===== src/rtl/pipe_rca_addsub.sv =====
`default_nettype none
// ============================================================================
//  Module   : pipe_rca_addsub
//  Brief    : Pipelined ripple-carry adder/subtractor with valid/ready flow
//             control. Optional signed-overflow output is enabled by the
//             macro PIPE_RCA_OVF_EN.
//  Revision : 1.0 - initial release
// ============================================================================
module pipe_rca_addsub #(
    parameter int WIDTH  = 16,
    parameter int STAGES = 4
) (
    input  logic             clk,
    input  logic             rst,
    input  logic [WIDTH-1:0] a,
    input  logic [WIDTH-1:0] b,
    input  logic             c_in,
    input  logic             sub,
    input  logic             in_valid,
    output logic             in_ready,
    output logic [WIDTH-1:0] sum,
    output logic             c_out,
    output logic             out_valid,
    input  logic             out_ready
`ifdef PIPE_RCA_OVF_EN
    ,
    output logic             overflow
`endif
);

    localparam int c_CHUNK = WIDTH / STAGES;

    logic             w_stall;
    logic             w_en;
    logic [WIDTH-1:0] w_b_eff;
    logic             w_c_eff;

    logic [WIDTH-1:0] r_a   [STAGES];
    logic [WIDTH-1:0] r_b   [STAGES];
    logic [WIDTH-1:0] r_sum [STAGES];
    logic [STAGES-1:0] r_vld;
    logic [STAGES-1:0] r_cy;

    logic [WIDTH-1:0]  w_opa   [STAGES];
    logic [WIDTH-1:0]  w_opb   [STAGES];
    logic [WIDTH-1:0]  w_sprev [STAGES];
    logic [WIDTH-1:0]  w_snext [STAGES];
    logic [c_CHUNK:0]  w_add   [STAGES];
    logic [STAGES-1:0] w_ci;
    logic [STAGES-1:0] w_vin;

    assign w_stall   = r_vld[STAGES-1] && !out_ready;
    assign w_en      = !w_stall;
    assign in_ready  = !w_stall;

    // Subtraction is folded into the operand: a + ~b + ~c_in.
    assign w_b_eff = sub ? ~b : b;
    assign w_c_eff = c_in ^ sub;

    generate
        for (genvar k = 0; k < STAGES; k++) begin : g_stage
            if (k == 0) begin : g_first
                assign w_opa[k]   = a;
                assign w_opb[k]   = w_b_eff;
                assign w_ci[k]    = w_c_eff;
                assign w_sprev[k] = '0;
                assign w_vin[k]   = in_valid;
            end else begin : g_rest
                assign w_opa[k]   = r_a[k-1];
                assign w_opb[k]   = r_b[k-1];
                assign w_ci[k]    = r_cy[k-1];
                assign w_sprev[k] = r_sum[k-1];
                assign w_vin[k]   = r_vld[k-1];
            end

            assign w_add[k] = {1'b0, w_opa[k][k*c_CHUNK +: c_CHUNK]}
                            + {1'b0, w_opb[k][k*c_CHUNK +: c_CHUNK]}
                            + {{c_CHUNK{1'b0}}, w_ci[k]};

            // Bits at and above this chunk are still zero in the partial sum.
            assign w_snext[k] = w_sprev[k]
                              | (WIDTH'(w_add[k][c_CHUNK-1:0]) << (k * c_CHUNK));

            always_ff @(posedge clk or posedge rst) begin
                if (rst) begin
                    r_vld[k] <= 1'b0;
                    r_cy[k]  <= 1'b0;
                    r_sum[k] <= '0;
                    r_a[k]   <= '0;
                    r_b[k]   <= '0;
                end else if (w_en) begin
                    r_vld[k] <= w_vin[k];
                    // Data only moves with a valid token so the output holds
                    // the last real result across bubbles.
                    if (w_vin[k]) begin
                        r_cy[k]  <= w_add[k][c_CHUNK];
                        r_sum[k] <= w_snext[k];
                        r_a[k]   <= w_opa[k];
                        r_b[k]   <= w_opb[k];
                    end
                end
            end
        end
    endgenerate

    assign sum       = r_sum[STAGES-1];
    assign c_out     = r_cy[STAGES-1];
    assign out_valid = r_vld[STAGES-1];

`ifdef PIPE_RCA_OVF_EN
    logic w_msb_cin;
    logic w_ovf;
    logic r_ovf;

    // Carry into the MSB cell recovered from its sum bit.
    assign w_msb_cin = w_opa[STAGES-1][WIDTH-1] ^ w_opb[STAGES-1][WIDTH-1]
                     ^ w_add[STAGES-1][c_CHUNK-1];
    assign w_ovf     = w_msb_cin ^ w_add[STAGES-1][c_CHUNK];

    always_ff @(posedge clk or posedge rst) begin
        if (rst) begin
            r_ovf <= 1'b0;
        end else if (w_en && w_vin[STAGES-1]) begin
            r_ovf <= w_ovf;
        end
    end

    assign overflow = r_ovf;
`endif

endmodule
`default_nettype wire


===== config.mk =====
export PLATFORM = sky130hd
export DESIGN_NAME = pipe_rca_addsub
export DESIGN_NICKNAME = d
export VERILOG_FILES = /design/src/rtl/pipe_rca_addsub.sv
export SDC_FILE = /design/constraint.sdc
export NUM_CORES = 1
export LEC_CHECK = 0
export BUFFER_PORTS_ARGS = -buffer_cell sky130_fd_sc_hd__buf_2
export CORE_UTILIZATION = 44
export CTS_CLUSTER_DIAMETER = 60
export DETAILED_ROUTE_END_ITERATION = 8
export PLACE_DENSITY_LB_ADDON = 0.3
export SKIP_LAST_GASP = 1
export SLEW_MARGIN = 20
export SYNTH_ARGS = -nofsm -noshare
export SYNTH_HDL_FRONTEND = slang
export SYNTH_SLANG_ARGS = --single-unit

===== constraint.sdc =====
create_clock -name clk -period 3.1 [get_ports clk]
set_input_delay 0.465 -clock clk [delete_from_list [all_inputs] [get_ports clk]]
set_output_delay 0.465 -clock clk [all_outputs]
set_load 0.05 [all_outputs]

==> flow_metrics.tcl, run 1 <==
set metrics [dict create \
    crit_fanout 3 \
    status "completed" \
    syn_avg_cell_area_sq_um 13.3 \
    fin_util 0.505 \
    finalCritPeriodShare 0.665 \
    overflow 0 \
    worst_pin_slew_ns 0.881 \
    ff_latch_area_sq_mm 0.00240 \
    layout_common_cells "96 x dfrtp_1, 65 x mux2_2, 56 x buf_2, 47 x o21ai_0, 14 x xnor2_1" \
    async_reset_ff_frac 1.00 \
    start_kind "primary input" \
    nets 431 \
    layout_setup_ws_ns 1.04 \
    finalCriticalPeriod_ns 2.06 \
    drv_slew 0 \
    cts_hold_buf 0 \
    cts_tree "built" \
    multi_input_area_sq_mm 0.00174 \
    cp_data_arrival_time_ns 2.29 \
    ys_types 30 \
    place_ws_ns 0.664 \
    cts_root_buf "clkbuf_8" \
    cts-resized-gates 0 \
    synthCells 333 \
    cts_buffers 9 \
    drt_pass1_iterations 4 \
    core_sq_mm 0.00977 \
    syn_nets 391 \
    ys.flop_type "dfrtp_1" \
    setup-tns-final_ns 0 \
    p_leak_nw 2.24 \
    drive_gt1_frac 0.389 \
    synth_edf_count 0 \
    design_area_sq_mm 0.00493 \
    dp_hpwl_mm 5.37 \
    detail_route.wl_per_cell_um 14.8 \
    power.density_mw_per_mm2 1070 \
    insertion_delay_ns 0.35 \
    cts_setup_buffers 0 \
    cts.clk_slew.worst_paths_ns 0.09 \
    vias 2568 \
    grt_max_degree 55 \
    relSlewSlack 0.412 \
    min_path_type "primary input to async pin" \
    die_y_um 102 \
    finalClockSkew_ns 0.00940 \
    diodes 0 \
    fp-row-count 36 \
    die-area_sq_mm 0.0104 \
    fillerInstances 905 \
    initial_utilization 0.452 \
    htree_levels 3 \
    mostFrequentLayoutCell "dfrtp_1" \
    rsz0062_at_grt "false" \
    place_area_sq_mm 0.00468 \
    drtAntennaViolNets 0 \
    gp_congestion 0.766 \
    vias_per_cell 5.03 \
    drc 0 \
    hold_ws_ns 0.206 \
    drt_iter0_markers 82 \
    finalHoldViolCount 0 \
    ir_worst_vdd_mv 0.414 \
    numPortBuffers 56 \
    required_ns 3.33 \
    grt_use_total 0.161 \
    antenna_found_initial 0 \
    ys_seq_area_frac 0.544 \
    clock-sinks 96 \
    grt_pass1_wl_mm 12.8 \
    worstSetupPathType "primary input to register" \
    syn_area_sq_mm 0.00442 \
    ys_ff_latch 96 \
    drt-total-wl_mm 7.54 \
    maxCapViolCount 0 \
    area_delta_synth_final_pct 11.6 \
    fp.dieW_um 102 \
    ios 57 \
    grt_pass1_vias 2691 \
    max_freq_ghz 0.485 \
    cp-end-kind "register" \
    clockBufferDepth 2 \
    ys_warn_count 0 \
    setup_viol 0 \
]
==> cells by family after synthesis <==
family	share of synthesized area
simple gates	0.0295
flops	0.544
mux	0.166
compound gates	0.0867
fa+ha+maj	0.0702
buf+inv	0.0626
xor+xnor	0.0416
==> critical path: stages <==
cell and delay, ns:
buf_2 0.13, xor2_1 0.17, fa_1 0.44, fa_1 0.43
a21o_1 0.20, a2111oi_0 0.39, a21oi_1 0.07
==> per-stage QoR <==
stage	std cells	total power, mW
4_1_cts	511	5.31
6_report	511	5.26
3_5_place_dp	495	4.31
3_3_place_gp	495	4.21
2_1_floorplan	333	3.97
5_1_grt	511	5.62
==> path summary, 6_finish.rpt <==
path	start	end	slack, ns	cells past startpoint
hold reg to reg	r_b[59]$_DFFE_PP0P_	r_b[43]$_DFFE_PP0P_	0.50	1
hold / removal	rst	sum[5]$_DFFE_PP0P_	0.21	2
setup / recovery	sub	r_cy[0]$_DFFE_PP0P_	1.04	7
min in group clk	a[8]	r_a[56]$_DFFE_PP0P_	0.34	2
max in group asynchronous	rst	r_a[29]$_DFFE_PP0P_	2.16	3
setup reg to reg	r_a[28]$_DFFE_PP0P_	c_out$_DFFE_PP0P_	1.25	5
==> registers in the layout (all words and copies together) (netlist names) <==
signal and cells:
sum 16, r_vld 3, c_out 1, r_cy 3
out_valid 1, r_sum 24, r_a 24, r_b 24
==> cells in the mapped netlist, types with 2 or more instances <==
library cell	n	area share
nand2_1	3	0.0025
inv_1	12	0.010
o31ai_1	3	0.0051
and3b_1	3	0.0059
xor2_1	7	0.014
xnor2_1	14	0.028
a21oi_1	9	0.010
dfrtp_1	96	0.54
ha_1	12	0.034
clkbuf_1	4	0.0034
a21o_1	3	0.0051
nand2_2	2	0.0028
fa_1	8	0.036
nand3_1	5	0.0057
buf_4	17	0.029
buf_6	4	0.010
mux2_2	65	0.17
a2111oi_0	2	0.0040
o21ai_0	47	0.053
buf_2	4	0.0045
a21boi_0	4	0.0068
==> report_power, final <==
| group | leakage, nW | internal (mW) | switching, mW |
|---|---|---|---|
| clock | 0.126 | 0.579 | 0.417 |
| combinational | 0.961 | 0.943 | 1.20 |
| sequential | 1.16 | 1.81 | 0.303 |
| total | 2.24 | 3.34 | 1.92 |
==> area by class of cell <==
| type | count | share of cell area |
|---|---|---|
| clock inverter | 5 | 0.0208 |
| timing repair buffer | 59 | 0.0639 |
| inverter | 13 | 0.0112 |
| sequential | 96 | 0.487 |
| clock buffer | 11 | 0.0307 |
| multi-input combinational | 194 | 0.353 |
| tap | 133 | 0.0337 |
==> layer usage <==
layer	GRT usage	vias up	wire, um
met2	0.258	49	3490
met3	0.0267	6	247
li1	-	1227	-
met5	0	-	0
met4	0.0637	0	82
met1	0.221	1286	3720
Power figures use the tool's default switching activity.
==> run 2, diff against run 1 <==
clock period = 1.7 ns   (was 3.1 ns; I/O delays follow)
==> run 2 against run 1 <==
Net effect: setup slack got worse by 1.0 ns; register-to-register slack worse by 1.2 ns; final cell count grew 2.2%; final area rose by 3.0%; die area unchanged; sequential power increased by 84%; hold slack got worse by 0.19 ns; critical path type is now register to register; largest power group unchanged; largest cell class unchanged.
==> flow_metrics.tcl, run 2 (synthesized netlist as in run 1, its figures left out) <==
set metrics [dict create \
    numPortBuffers 56 \
    htree_levels 3 \
    overflow 0 \
    grt_pass1_wl_mm 12.5 \
    fillerInstances 840 \
    netSwitchingFraction 0.363 \
    r2r_start "r_a[52]$_DFFE_PP0P_" \
    fp-row-count 36 \
    p_leak_nw 2.30 \
    antenna_found_initial 0 \
    switching_power_mw 3.55 \
    cts_buffers 9 \
    area_delta_synth_final_pct 15.0 \
    max_freq_ghz 0.591 \
    multi_input_area_sq_mm 0.00180 \
    finalCritPeriodShare 0.995 \
    cts_hold_buf 0 \
    required_ns 1.94 \
    grt_max_degree 97 \
    finalClockSkew_ns 0.0108 \
    min_path_type "primary input to async pin" \
    r2r_end "r_sum[37]$_DFFE_PP0P_" \
    clockPowerShare 0.178 \
    grt_use_total 0.159 \
    p_seq_frac 0.399 \
    setup-tns-final_ns 0 \
    crit_fanout 2 \
    place_ws_ns -0.370 \
    reg_top3 "r_a: 24 flops, r_b: 24 flops, r_sum: 24 flops" \
    power.density_mw_per_mm2 1930 \
    drt_iter0_markers 80 \
    ff_latch_area_sq_mm 0.00240 \
    drt-total-wl_mm 7.52 \
    diodes 0 \
    worstPathBufferInverterCount 2 \
    cts.clk_slew.worst_paths_ns 0.09 \
    cts_tree "built" \
    rr_worst_depth 5 \
    nets 443 \
    vias 2565 \
    relSlewSlack 0.659 \
    insertion_delay_ns 0.35 \
    setup_viol 0 \
    layout_setup_ws_ns 0.00848 \
    start_kind "register" \
    drt_pass1_iterations 4 \
    cp_cell_sequence "inv_1 -> fa_2 -> inv_1 -> fa_2 -> mux2_2" \
    finalCriticalPeriod_ns 1.69 \
    status "completed" \
    gp_congestion 0.767 \
    cp_data_arrival_time_ns 1.93 \
    place_area_sq_mm 0.00479 \
    dp_hpwl_mm 5.35 \
    mostFrequentLayoutCell "dfrtp_1" \
    r2r_slack_ns 0.008 \
    ios 57 \
    initial_utilization 0.452 \
    clockBufferDepth 2 \
    cp-end-kind "register" \
    critPathTopFamily "adder cells" \
    rsz0062_at_grt "true" \
    ir_worst_vdd_mv 0.689 \
    die-area_sq_mm 0.0104 \
    worstSetupPathType "register to register" \
    finalHoldViolCount 0 \
    detail_route.wl_per_cell_um 14.4 \
    grt_pass1_vias 2528 \
    drc 0 \
    die_y_um 102 \
    layout_common_cells "95 x dfrtp_1, 65 x mux2_2, 56 x buf_2, 43 x o21ai_0" \
    max_stage_delay_ns 0.43 \
    pwr-share-comb 0.423 \
    drtAntennaViolNets 0 \
    drv_slew 0 \
    vias_per_cell 4.91 \
    worst_pin_slew_ns 0.511 \
    core_sq_mm 0.00977 \
    maxCapViolCount 0 \
    drive_gt1_frac 0.429 \
    fp.dieW_um 102 \
    slowest_stage "fa_2" \
    p_int_mw 6.23 \
    design_area_sq_mm 0.00508 \
    cts_root_buf "clkbuf_8" \
    clock-sinks 96 \
]
-- run 2: final cells by class --
| class | count | area share |
|---|---|---|
| flip-flops and latches | 96 | 0.473 |
| multi-input cells | 194 | 0.354 |
| repair buffers | 71 | 0.0823 |
| well taps | 133 | 0.0328 |
| clock buffers | 12 | 0.0286 |
| clock inverters | 3 | 0.0177 |
| inverters | 13 | 0.0113 |
-- run 2: power by group through the flow --
stage / registers (mW) / logic [mW] / clock network, mW
final: 3.90 / 4.14 / 1.74
after global routing: 4.04 / 4.54 / 1.88
after CTS: 3.91 / 4.06 / 1.79
after detailed placement: 3.96 / 4.04 / 0
after global placement: 3.91 / 3.91 / 0
after floorplan: 3.81 / 3.46 / 0
-- run 2: what timing repair did --
action | in CTS | in global routing
endpoints found under the setup margin | 4 | 7
pin swaps | 0 | 6
resized for setup | 2 | 9
buffers inserted | 0 | 2
-- run 2: how the worst max path moves through the flow --
stage	cells past startpoint	startpoint	endpoint	slack [ns]
floorplan	8	sub	r_cy[0]$_DFFE_PP0P_	-0.40
global placement	7	sub	r_cy[0]$_DFFE_PP0P_	-0.32
detailed placement	7	sub	r_cy[0]$_DFFE_PP0P_	-0.37
CTS	5	r_a[28]$_DFFE_PP0P_	c_out$_DFFE_PP0P_	-0.003
global route	5	r_cy[2]$_DFFE_PP0P_	c_out$_DFFE_PP0P_	-0.04
finish	5	r_a[52]$_DFFE_PP0P_	r_sum[37]$_DFFE_PP0P_	0.008
-- run 2: per-stage QoR --
step | std cells | hold slack (ns) | power, mW | utilization
3_3_place_gp | 505 | 0.441 | 7.82 | 0.490
5_1_grt | 522 | 0.0772 | 10.5 | 0.520
3_5_place_dp | 505 | 0.445 | 8.00 | 0.490
2_1_floorplan | 333 | 0.393 | 7.27 | -
6_report | 522 | 0.0183 | 9.78 | 0.520
4_1_cts | 520 | 0.0506 | 9.76 | 0.515
-- run 2: worst reg2reg max path: cells and delay by family, from the launching register on --
family     cells  cell delay, ns
fa+ha+maj      2            0.83
buf+inv        2            0.15
flops          1            0.34
mux            1            0.26
-- run 2: layer usage --
| metal | vias to the layer above | wire [um] | global-route usage |
|---|---|---|---|
| li1 | 1246 | - | - |
| met4 | 0 | 87 | 0.0593 |
| met1 | 1254 | 3820 | 0.230 |
| met5 | - | 0 | 0 |
| met3 | 7 | 247 | 0.0335 |
| met2 | 58 | 3360 | 0.235 |
==> run 3, diff against run 2 <==
CELL_PAD_IN_SITES_DETAIL_PLACEMENT = 0   (was not set)
CELL_PAD_IN_SITES_GLOBAL_PLACEMENT = 2   (was not set)
CORE_UTILIZATION = 36   (was 44)
==> run 3 against run 2 <==
Net effect: the flow now finishes with violations (DRC); via count up 0.31%; critical path depth unchanged; highest routed layer unchanged; count of clock-buffer cells in the layout grew 1; flip-flop and latch count stayed put; sequential share of layout area shrank 1.2 points; global-route usage shrank 2.0 points; clock power rose by 17%.
==> flow_metrics.tcl, run 3 (synthesized netlist as in run 1, its figures left out) <==
set metrics [dict create \
    design_area_sq_mm 0.00521 \
    finalCriticalPeriod_ns 1.69 \
    die-area_sq_mm 0.0127 \
    drt_iter0_markers 106 \
    mostFrequentLayoutCell "dfrtp_1" \
    place_area_sq_mm 0.00483 \
    worst_setup_path_endpoint "c_out$_DFFE_PP0P_" \
    clock-sinks 96 \
    crit_fanout 2 \
    cts_tree "built" \
    p_leak_nw 2.35 \
    drt-total-wl_mm 7.97 \
    ios 57 \
    grt_pass1_wl_mm 13.5 \
    htree_levels 3 \
    drtAntennaViolNets 0 \
    violations "DRC" \
    vias_per_cell 4.77 \
    insertion_delay_ns 0.34 \
    cp-end-kind "register" \
    nets 445 \
    rr_worst_depth 5 \
    drv_slew 0 \
    fin_total_pwr_mw 10.1 \
    core_sq_mm 0.0120 \
    fp-row-count 40 \
    layout_common_cells "95 x dfrtp_1, 65 x mux2_2, 55 x buf_2, 44 x o21ai_0, 13 x xnor2_1" \
    maxCapViolCount 0 \
    grt_pass1_vias 2637 \
    rsz0062_at_grt "true" \
    cts_root_buf "clkbuf_16" \
    initial_utilization 0.368 \
    r2r_slack_ns 0.009 \
    cts.clk_slew.worst_paths_ns 0.07 \
    diodes 0 \
    cp_data_arrival_time_ns 1.92 \
    grt_use_total 0.139 \
    drive_gt1_frac 0.444 \
    finalClockSkew_ns 0.00916 \
    r2r_start "r_cy[2]$_DFFE_PP0P_" \
    power.density_mw_per_mm2 1950 \
    r2r_end "c_out$_DFFE_PP0P_" \
    min_path_type "primary input to async pin" \
    clockBufferDepth 2 \
    required_ns 1.93 \
    drt_pass1_iterations 8 \
    cp-startpoint "r_cy[2]$_DFFE_PP0P_" \
    area_delta_synth_final_pct 17.9 \
    grt_max_degree 62 \
    worst_pin_slew_ns 0.466 \
    vias 2573 \
    status "finished, violations left" \
    relSlewSlack 0.689 \
    dp_cells 519 \
    drc 1 \
    cts_buffers 9 \
    detail_route.wl_per_cell_um 14.8 \
    die_y_um 113 \
    instances_no_fill 539 \
    max_freq_ghz 0.591 \
    fp.dieW_um 113 \
    overflow 0 \
    numPortBuffers 56 \
    hold_ws_ns 0.00438 \
    setup_viol 0 \
    antenna_found_initial 0 \
    dp_hpwl_mm 5.83 \
    gp_congestion 0.758 \
    worstSetupPathType "register to register" \
    cts_hold_buf 0 \
    start_kind "register" \
    finalHoldViolCount 0 \
    finalCritPeriodShare 0.995 \
    reg_top3 "r_a: 24 flops, r_b: 24 flops, r_sum: 24 flops" \
    ir_worst_vdd_mv 0.544 \
]
## run 3: what timing repair did
action,CTS,global route
pin swaps,0,12
cloned,0,0
hold endpoints to repair,0,0
gates resized for setup,4,13
buffers inserted,0,4
setup endpoints to repair,5,41
## run 3: through the flow
stage	utilization	setup slack, ns	TNS [ns]
after floorplan	-	-0.401	-0.700
after global placement	0.402	-0.345	-0.780
after detailed placement	0.402	-0.360	-0.952
after CTS	0.428	-0.0227	-0.0227
after global routing	0.434	-0.0564	-0.109
final	0.434	0.00863	0
## run 3: how the worst min path moves through the flow
stage                                  endpoint  depth (start not counted)
after floorplan             r_a[52]$_DFFE_PP0P_                          2
after global placement    r_sum[48]$_DFFE_PP0P_                          3
after detailed placement  r_sum[48]$_DFFE_PP0P_                          3
after CTS                   r_a[53]$_DFFE_PP0P_                          3
after global routing        r_a[53]$_DFFE_PP0P_                          3
final                       r_a[53]$_DFFE_PP0P_                          3
## run 3: critical path: stages (launching register included)
cell and delay [ns]:
dfrtp_1 0.41, fa_2 0.42, fa_2 0.38, a21o_1 0.17, a21oi_2 0.12, o21ai_1 0.06
## run 3: power breakdown
group / internal, mW / switching (mW) / total (mW)
sequential: 3.32 / 0.581 / 3.90
clock: 1.22 / 0.817 / 2.03
combinational: 1.96 / 2.24 / 4.20
total: 6.50 / 3.64 / 10.1
## run 3: cell type report
type	instances	area, sq um
tap	147	184
sequential	96	2400
fill	1142	6800
clock inverter	3	40.0
clock buffer	13	260
multi-input combinational	194	1790
inverter	13	57.6
timing repair buffer	73	468
## run 3: routing by layer
metal | up-vias | GRT usage | part of all wire
met1 | 1267 | 0.189 | 0.49
li1 | 1252 | - | -
met2 | 44 | 0.212 | 0.47
met4 | 0 | 0.0747 | 0.021
met3 | 10 | 0.0236 | 0.027
met5 | - | 0 | 0
